--- src/rtl/seg_scan_pkg.sv ---
// Shared constants for the seven-segment scanner: segment encodings and
// the anode-off mask helper.
package seg_scan_pkg;

  // Widest display the anode helper has to cover.
  localparam int MAX_DIG = 8;

  // Segment pattern with every segment dark, bit order {g,f,e,d,c,b,a}.
  localparam logic [6:0] SEG_BLANK = 7'h00;

  // Hex glyphs 0..F, bit order {g,f,e,d,c,b,a}, lower-case b and d.
  localparam logic [6:0] HEX_SEG [16] = '{
    7'h3F, 7'h06, 7'h5B, 7'h4F, 7'h66, 7'h6D, 7'h7D, 7'h07,
    7'h7F, 7'h6F, 7'h77, 7'h7C, 7'h39, 7'h5E, 7'h79, 7'h71
  };

  // Anodes are active-low, so "all off" is a ones mask over the used digits.
  function automatic logic [MAX_DIG-1:0] an_off_mask(input int ndig);
    logic [MAX_DIG-1:0] m;
    m = '0;
    for (int i = 0; i < MAX_DIG; i++) begin
      m[i] = (i < ndig);
    end
    return m;
  endfunction

endpackage

--- src/rtl/seg_scan_if.sv ---
// Digit data in, segment/anode drive out for the seven-segment scanner.
interface seg_scan_if #(
  parameter int NDIG = 4
);

  logic [4*NDIG-1:0] iData;
  logic [NDIG-1:0]   iBlank;
  logic [NDIG-1:0]   iDp;
  logic              iLZS;
  logic [6:0]        oSeg;
  logic              oDp;
  logic [NDIG-1:0]   oAn;
  logic              oFrame;

  // The scanner itself.
  modport slave (
    input  iData, iBlank, iDp, iLZS,
    output oSeg, oDp, oAn, oFrame
  );

  // Whatever feeds digits to the scanner and watches its outputs.
  modport master (
    output iData, iBlank, iDp, iLZS,
    input  oSeg, oDp, oAn, oFrame
  );

endinterface

--- src/rtl/seg_scan_hex7seg.sv ---
// Hex nibble to seven-segment glyph, purely combinational.
module hex7seg
  import seg_scan_pkg::*;
(
  input  logic [3:0] hex_i,
  output logic [6:0] seg_o
);

  assign seg_o = HEX_SEG[hex_i];

endmodule

--- src/rtl/seg_scan.sv ---
// Time-multiplexed common-anode seven-segment driver. Scans one digit per
// slot with a dark guard at the start of each slot, and snapshots its inputs
// once per frame so the displayed value never tears.
module seg_scan
  import seg_scan_pkg::*;
#(
  parameter int NDIG     = 4,
  parameter int SCAN_DIV = 50000,
  parameter int GUARD    = 500
) (
  input  logic      CLK,
  input  logic      rst_n,
  seg_scan_if.slave bus
);

  localparam int DIVW = $clog2(SCAN_DIV);
  localparam int IDXW = $clog2(NDIG);

  localparam logic [DIVW-1:0]    DIV_LAST    = DIVW'(SCAN_DIV - 1);
  localparam logic [IDXW-1:0]    IDX_LAST    = IDXW'(NDIG - 1);
  localparam logic [MAX_DIG-1:0] AN_OFF_FULL = an_off_mask(NDIG);
  localparam logic [NDIG-1:0]    AN_OFF      = AN_OFF_FULL[NDIG-1:0];

  logic [DIVW-1:0]   div_q, div_d;
  logic [IDXW-1:0]   idx_q, idx_d;
  logic [4*NDIG-1:0] snap_data_q;
  logic [NDIG-1:0]   snap_blank_q;
  logic [NDIG-1:0]   snap_dp_q;
  logic              snap_lzs_q;
  logic [6:0]        seg_q, seg_d;
  logic              dp_q, dp_d;
  logic [NDIG-1:0]   an_q, an_d;
  logic              frame_q;

  logic              slot_end;
  logic              frame_end;
  logic              in_guard;
  logic [NDIG-1:0]   lzs;
  logic [3:0]        cur_digit;
  logic              cur_blank;
  logic              cur_dp;
  logic [6:0]        cur_seg;

  // With no guard the comparison would be against zero, so drop it entirely.
  if (GUARD == 0) begin : g_no_guard
    assign in_guard = 1'b0;
  end else begin : g_guard
    assign in_guard = (div_q < DIVW'(GUARD));
  end

  // Next slot position and digit index.
  always_comb begin
    slot_end  = (div_q == DIV_LAST);
    frame_end = slot_end && (idx_q == IDX_LAST);
    div_d     = slot_end ? '0 : div_q + 1'b1;
    idx_d     = idx_q;
    if (slot_end) begin
      idx_d = (idx_q == IDX_LAST) ? '0 : idx_q + 1'b1;
    end
  end

  // A digit is a leading zero when it and every digit above it is zero;
  // digit 0 always shows so a zero value still reads "0".
  always_comb begin
    logic upper_zero;
    upper_zero = 1'b1;
    lzs        = '0;
    for (int k = NDIG - 1; k >= 0; k--) begin
      upper_zero = upper_zero && (snap_data_q[4*k +: 4] == 4'h0);
      if (k > 0) begin
        lzs[k] = snap_lzs_q && upper_zero;
      end
    end
  end

  // Pick the snapshot fields of the digit currently being scanned.
  always_comb begin
    cur_digit = 4'h0;
    cur_blank = 1'b1;
    cur_dp    = 1'b0;
    for (int k = 0; k < NDIG; k++) begin
      if (idx_q == IDXW'(k)) begin
        cur_digit = snap_data_q[4*k +: 4];
        cur_blank = snap_blank_q[k] || lzs[k];
        cur_dp    = snap_dp_q[k];
      end
    end
  end

  hex7seg u_hex7seg (
    .hex_i (cur_digit),
    .seg_o (cur_seg)
  );

  // Output drive for the current slot; blanked digits keep their DP.
  always_comb begin
    an_d  = AN_OFF;
    seg_d = SEG_BLANK;
    dp_d  = 1'b0;
    if (!in_guard) begin
      an_d  = AN_OFF & ~(NDIG'(1) << idx_q);
      seg_d = cur_blank ? SEG_BLANK : cur_seg;
      dp_d  = cur_dp;
    end
  end

  // Slot divider and digit index.
  always_ff @(posedge CLK or negedge rst_n) begin
    if (!rst_n) begin
      div_q <= '0;
      idx_q <= '0;
    end else begin
      div_q <= div_d;
      idx_q <= idx_d;
    end
  end

  // Frame snapshot; blank mask resets to all ones so the first frame is dark.
  always_ff @(posedge CLK or negedge rst_n) begin
    if (!rst_n) begin
      snap_data_q  <= '0;
      snap_blank_q <= '1;
      snap_dp_q    <= '0;
      snap_lzs_q   <= 1'b0;
    end else if (frame_end) begin
      snap_data_q  <= bus.iData;
      snap_blank_q <= bus.iBlank;
      snap_dp_q    <= bus.iDp;
      snap_lzs_q   <= bus.iLZS;
    end
  end

  // Registered pad drive and frame pulse.
  always_ff @(posedge CLK or negedge rst_n) begin
    if (!rst_n) begin
      an_q    <= AN_OFF;
      seg_q   <= SEG_BLANK;
      dp_q    <= 1'b0;
      frame_q <= 1'b0;
    end else begin
      an_q    <= an_d;
      seg_q   <= seg_d;
      dp_q    <= dp_d;
      frame_q <= frame_end;
    end
  end

  assign bus.oAn    = an_q;
  assign bus.oSeg   = seg_q;
  assign bus.oDp    = dp_q;
  assign bus.oFrame = frame_q;

endmodule

--- src/flat_wrapper.sv ---
// flat-port wrapper written by rule: the top's interface ports become plain ports
module seg_scan_flat import seg_scan_pkg::*;
#(
  parameter int NDIG     = 4,
  parameter int SCAN_DIV = 50000,
  parameter int GUARD    = 500
)
  (CLK, rst_n, bus_iData, bus_iBlank, bus_iDp, bus_iLZS, bus_oSeg, bus_oDp, bus_oAn, bus_oFrame);
  seg_scan_if #(.NDIG(NDIG)) bus_i ();
  input  logic CLK;
  input  logic rst_n;
  input wire logic [$bits(bus_i.iData)-1:0] bus_iData;
  input wire logic [$bits(bus_i.iBlank)-1:0] bus_iBlank;
  input wire logic [$bits(bus_i.iDp)-1:0] bus_iDp;
  input wire logic [$bits(bus_i.iLZS)-1:0] bus_iLZS;
  output wire logic [$bits(bus_i.oSeg)-1:0] bus_oSeg;
  output wire logic [$bits(bus_i.oDp)-1:0] bus_oDp;
  output wire logic [$bits(bus_i.oAn)-1:0] bus_oAn;
  output wire logic [$bits(bus_i.oFrame)-1:0] bus_oFrame;
  assign bus_i.iData = bus_iData;
  assign bus_i.iBlank = bus_iBlank;
  assign bus_i.iDp = bus_iDp;
  assign bus_i.iLZS = bus_iLZS;
  assign bus_oSeg = bus_i.oSeg;
  assign bus_oDp = bus_i.oDp;
  assign bus_oAn = bus_i.oAn;
  assign bus_oFrame = bus_i.oFrame;
  seg_scan #(.NDIG(NDIG), .SCAN_DIV(SCAN_DIV), .GUARD(GUARD)) u_core (.CLK(CLK), .rst_n(rst_n), .bus(bus_i));
endmodule
--- config.mk ---
export PLATFORM = sky130hd
export DESIGN_NAME = seg_scan_flat
export DESIGN_NICKNAME = d
export VERILOG_FILES = /design/src/rtl/seg_scan_pkg.sv /design/src/rtl/seg_scan_if.sv /design/src/rtl/seg_scan_hex7seg.sv /design/src/rtl/seg_scan.sv /design/src/flat_wrapper.sv
export SDC_FILE = /design/constraint.sdc
export NUM_CORES = 1
export LEC_CHECK = 0
export CORE_AREA = 2 2 55 108
export CTS_BUF_LIST = sky130_fd_sc_hd__clkbuf_8
export CTS_CLUSTER_SIZE = 14
export DETAILED_ROUTE_END_ITERATION = 7
export DIE_AREA = 0 0 57 110
export PLACE_DENSITY = 0.86
export SLEW_MARGIN = 40
export SYNTH_ARGS = -nofsm -noshare
export SYNTH_HDL_FRONTEND = slang
export SYNTH_SLANG_ARGS = --single-unit
--- constraint.sdc ---
create_clock -name CLK -period 3.76 [get_ports CLK]
set_clock_uncertainty 0.1 [all_clocks]
set_input_delay 0.564 -clock CLK [delete_from_list [all_inputs] [get_ports CLK]]
set_output_delay 0.564 -clock CLK [all_outputs]
set_load 0.02 [all_outputs]
### Word level (Yosys, flattened, before mapping)

Memory sizes are Yosys's and may differ from the RTL's.
Index checks and enable logic that the tools add are counted.

* equal/unequal tests: 4
* reduce and logical (&&, ||, !) cells: 13
* bitwise gates (word level): 2
* magnitude comparators: 2
* multiplexer cells: 20
* add/sub/neg operators: 2
* shift-type cells: 1

Operators by type and width (count)
* $mux 7: 4
* $mux 4: 5
* $add 16x1->16 const B: 1
* $eq 16x16->1 const B: 1
* $lt 16x9->1 const B: 1
* $mux 16: 1
* $logic_not 4->1: 3
* $mux 1: 9
* $logic_and 1x1->1: 6
* $ge 5x5->1 const B: 1
* $not 4->5: 1
* $eq 2x2->1 const B: 2
* $not 4->4: 1
* $shl 1x2->4 const A: 1
* $logic_or 1x1->1: 3
* $add 2x1->2 const B: 1
* $eq 2x1->1 const B: 1
* $logic_not 2->1: 1
* $mux 2: 1

* register bits: 56
* output and inout bits: 13
* memories: 1
* input port bits: 27
* logic and storage cells: 55
* ROM bits: 112

Memories
* (no name shown): words 16, bits a word 7, rd ports 1, clocked after Yosys merged registers in 0, wr ports 0, line seg_scan_hex7seg.sv:9 `assign seg_o = HEX_SEG[hex_i];`

### Depth between registers and ports, before layout

* depth after elaboration: 11
* mapped depth: 11
* depth with buffers taken out: 10

### By module

Synthesis repeated with hierarchy kept, for this count alone.

* cells, all modules: 237
* area, all modules: 2844.0 um2

Modules (own cells, without submodules)
* seg_scan: cells an instance 204, times used 1, area each 2561.2 um2, seq. area each 1411.4 um2
* hex7seg: cells an instance 33, times used 1, area each 282.8 um2, seq. area each 0.0 um2

### Least setup slack after synthesis

Ideal clock, no wire load.

* path kind: register to register
* start: register u_core.idx_q[0]
* end: register u_core.seg_q[6] (netlist: u_core.bus.oSeg[6])
* data required time: 3.566 ns
* library setup time: 0.094 ns
* path slack: 1.383 ns
* data arrival time: 2.183 ns
* clock period less this slack: 2.377 ns
* buffers on the path: 1
* stages on the path, launching flop included: 10
* cell sequence: dfrtp_1 > ha_1 > buf_6 > or2_4 > a221o_1 > o221ai_1 > inv_1 > ha_1 > mux2_2 > a211oi_1

* longest elaborated chain between the ends: 11
* elaborated cells between the ends (all ways): 18
* those cells by class: 3 x eq/ne; 12 x mux; 1 x bitwise; 1 x reduce/logical; 1 x memory

RTL lines
* from (decl): line seg_scan.sv:25 `logic [IDXW-1:0] idx_q, idx_d;`
* from (signal assigned): line seg_scan.sv:114 `idx_q <= idx_d;`
* $logic_not 2->1: line seg_scan.sv:82 `if (idx_q == IDXW'(k)) begin`
* $mux 4 (4 in a row): line seg_scan.sv:82
* $not 4->5 (implied by the code): line seg_scan_hex7seg.sv:9
* $mem_v2 16x7
* $mux 7 (implied by the code) (2 in a row): line seg_scan_hex7seg.sv:9
* $mux 7 (*): line seg_scan.sv:102 `seg_d = cur_blank ? SEG_BLANK : cur_seg;`
* $mux 7 (*): line seg_scan.sv:100 `if (!in_guard) begin`
* via u_core.seg_d[6]: line seg_scan.sv:30 `logic [6:0] seg_q, seg_d;`
* to (signal assigned): line seg_scan.sv:142 `seg_q <= seg_d;`
* to (decl): line seg_scan.sv:30

Mark *: on every way through the listed nets, which the timed path passes. The rest lies on a longest branch. The select of a mux whose other input is x is not followed.
A chain may end at the register's enable or synchronous reset.

### Worst setup path in the final report

* start: register u_core.idx_q[1]
* end: register u_core.seg_q[5] (netlist: u_core.bus.oSeg[5])

The elaborated chain is that of the path after synthesis.

==> results.md <==
- Ant diodes: 0
- MaxCap Viol Count: 0
- Post-synth EDFFs: 0
- Vias: 1880
- Minimum setup slack after placement: about 1.1 ns
- Global-route usage over all layers: 0.1973
- Worst min-delay path class: in -> async
- Cts bufs inserted: 5
- Setup_tns: 0 ns
- Crit path kind: reg -> reg
- Slew margin rel.: 0.5768
- Root buffer cell: clkbuf_8
- First-pass GRT wire length: roughly 9300 um
- Post-Synthesis Mean Instance Area: between 10 and 15 um^2
- FF-to-FF path depth: 10
- Clk sink count: 56
- Area growth syn-to-layout: 18.23%
- H-tree levels: 2
- Site Rows: 38
- Worst-path clk slew: about 0.1 ns
- Total Nets Final: about 310
- Critical Path Source Type: flip-flop
- Die height: roughly 110 um
- Leak: between 1.5 and 2 nW
- Reg2Reg Setup Slack: just over 1 ns
- Final setup viols: 0
- Fmax: 367.6 MHz
- I/O pin count: 40
- Share of synthesized registers carrying an async set or reset: 1.000
- DR iter-0 viols: between 40 and 50
- Routability cong.: between 0.8 and 0.9
- Total gr overflow: 0
- Worst endpoint required time: approximately 3.9 ns
- Starting Density: 0.5155
- Reg2reg end: u_core.bus.oSeg[5]
- DIE AREA: roughly 6300 um^2
- Fin crit share: 0.7235
- Fraction of layout cells with a size suffix above 1: 0.1933
- Hold buffer count at cts: 0
- Worst-Margin Slew: between 0.6 and 0.7 ns
- Clock Latency Late Sink: approximately 0.32 ns
- CP Capture Type: flip-flop
- Clock Path Buffers: 2
- Die X: 57 um
- Routed Antenna Nets: 0
- Fin. Hold Viols: 0
- Synth Cell Area: ~2800 um^2
- CP arrival: 2.83 ns
- Routed wire per std cell: around 17 um
- Worst r2r src: u_core.idx_q[1]
- Cells after synthesis: 227
- Number of I/O port buffers: 39
- Post-CTS setup buffers: 0
- Outcome: finished, final reports clean
- Crit path from: u_core.idx_q[1]
- Core Footprint: ~5400 um^2
- Setup ws final: between 1 and 1.5 ns
- Final WL: 5640 um
- Post-layout min period: roughly 2.7 ns
- Most common cell after layout, fill and taps aside: dfrtp_1
- RSZ-0062 raised after global routing: no
- Vias in the first global route: 1993
- HPWL after DPL: roughly 4200 um
- Avg Vias per Cell: 5.714
- CP endpoint: u_core.bus.oSeg[5]
- Most frequent cells in the layout: 48 x dfrtp_1, 38 x clkdlybuf4s50_1, 19 x mux2_4
- CTS tree: done
- Largest net degree at the start of global routing: between 50 and 60
- Post_cts resized: 0
- PwrDens: around 320 nW/um^2
- Initial antenna violation count: 0
- #FFs+latches synth: 56
- Top_reg_cell synth: dfrtp_1
- Worst vdd ir: around 0.00037 V
- Net Count, Synth: roughly 270
- Drc violations: 0
- CP Max Fanout: 10
- Sequential cell area fraction in the yosys report: 0.5052
- Synth warnings: 0
- First-pass DRT Iterations: 4
- Final Max Tran Viols: 0
- Distinct cells, synth: 50
==> sequential cells by signal, summed over array words and instances, names as in the netlist, 2 cells and up <==
register / cells
u_core.bus.oAn: 4
u_core.snap_dp_q: 4
u_core.snap_blank_q: 4
u_core.idx_q: 2
u_core.bus.oSeg: 7
u_core.div_q: 16
u_core.snap_data_q: 16
==> where the power goes <==
part,internal (W),total [W],leakage [nW],switching (W)
combinational,0.0000513,0.0000867,0.791,0.0000354
sequential,0.000618,0.000630,0.692,0.0000126
clock,0.000130,0.000324,0.0455,0.000194
total,0.000799,0.00104,1.53,0.000242
==> per-layer routing <==
layer  up-vias  share of wire  GRT usage
met4         0          0.033    0.09468
met3        16          0.037    0.04084
met2        52           0.57     0.3695
met5         -              0          0
li1        899              -          -
met1       913           0.36     0.2037
==> per-stage QoR <==
stage	hold WS [ns]	util	instances	area, um^2	total power, W
6_report	0.1376	0.6094	329	3303	0.001041
5_1_grt	0.2037	0.6094	329	3303	0.001079
4_1_cts	0.1740	0.6094	329	3303	0.001048
3_5_place_dp	0.3949	0.5930	321	3214	0.0007283
3_3_place_gp	0.3793	0.5926	321	3212	0.0007259
2_1_floorplan	0.1684	-	227	2794	0.0006768
==> logic make-up (layout without fill, tap and decap cells) <==
| family | Yosys count | in the layout | share of synthesized area |
|---|---|---|---|
| adders and majority gates | 11 | 11 | 0.04926 |
| muxes | 28 | 28 | 0.1375 |
| buffers and inverters | 16 | 58 | 0.03135 |
| DFF | 56 | 56 | 0.5051 |
| xor gates and xnor gates | 14 | 14 | 0.04389 |
| and+or+nand+nor | 68 | 68 | 0.1326 |
| AOI/OAI and AO/OA | 34 | 34 | 0.1003 |
==> synthesized netlist by cell type (all sizes together), types with 2 or more instances <==
library cell / instances / share of area
mux2i: 2 / 0.0072
o211ai: 2 / 0.0054
o221ai: 2 / 0.0085
dfrtp: 48 / 0.43
a221oi: 5 / 0.018
nand2: 14 / 0.022
buf: 5 / 0.017
nor3: 6 / 0.011
dfstp: 8 / 0.075
a21oi: 3 / 0.0054
nand2b: 2 / 0.0045
nor3b: 3 / 0.0081
mux2: 26 / 0.13
and2: 2 / 0.0045
a211oi: 2 / 0.0072
nand3: 11 / 0.021
nor4: 5 / 0.011
a221o: 4 / 0.014
xnor2: 6 / 0.019
nor2: 11 / 0.015
xor2: 8 / 0.025
nor2b: 3 / 0.0076
ha: 11 / 0.049
inv: 10 / 0.013
o21ai: 7 / 0.013
a31oi: 2 / 0.0045
and3: 7 / 0.016
==> worst min-delay path by stage <==
stage,start,endpoint,cells past startpoint
2_1_floorplan,rst_n,u_core.bus.oDp,0
3_3_place_gp,u_core.div_q[12],u_core.div_q[12],1
3_5_place_dp,u_core.div_q[10],u_core.div_q[10],1
4_1_cts,rst_n,u_core.div_q[7],1
5_1_grt,rst_n,u_core.div_q[8],1
6_report,rst_n,u_core.div_q[11],1
==> worst max-delay path, stage by stage (launching register included) <==
cell and delay (ns):
dfrtp_1 0.42, inv_1 0.12, ha_1 0.37, nor2b_2 0.14
a221o_1 0.33, o221ai_1 0.19, inv_1 0.16, ha_1 0.26
nand3_1 0.11, o21ai_0 0.10, a221oi_1 0.32
==> final cells by class <==
| class | instances | area, um^2 |
|---|---|---|
| multi-input cells | 155 | 1295 |
| fillers | 448 | 2117 |
| well taps | 60 | 75.07 |
| flip-flops and latches | 56 | 1411 |
| clock buffers | 5 | 68.82 |
| inverters | 10 | 37.54 |
| repair buffers | 40 | 395.4 |
| clock inverters | 3 | 20.02 |
Note: power is estimated with default switching activity, not from simulation.
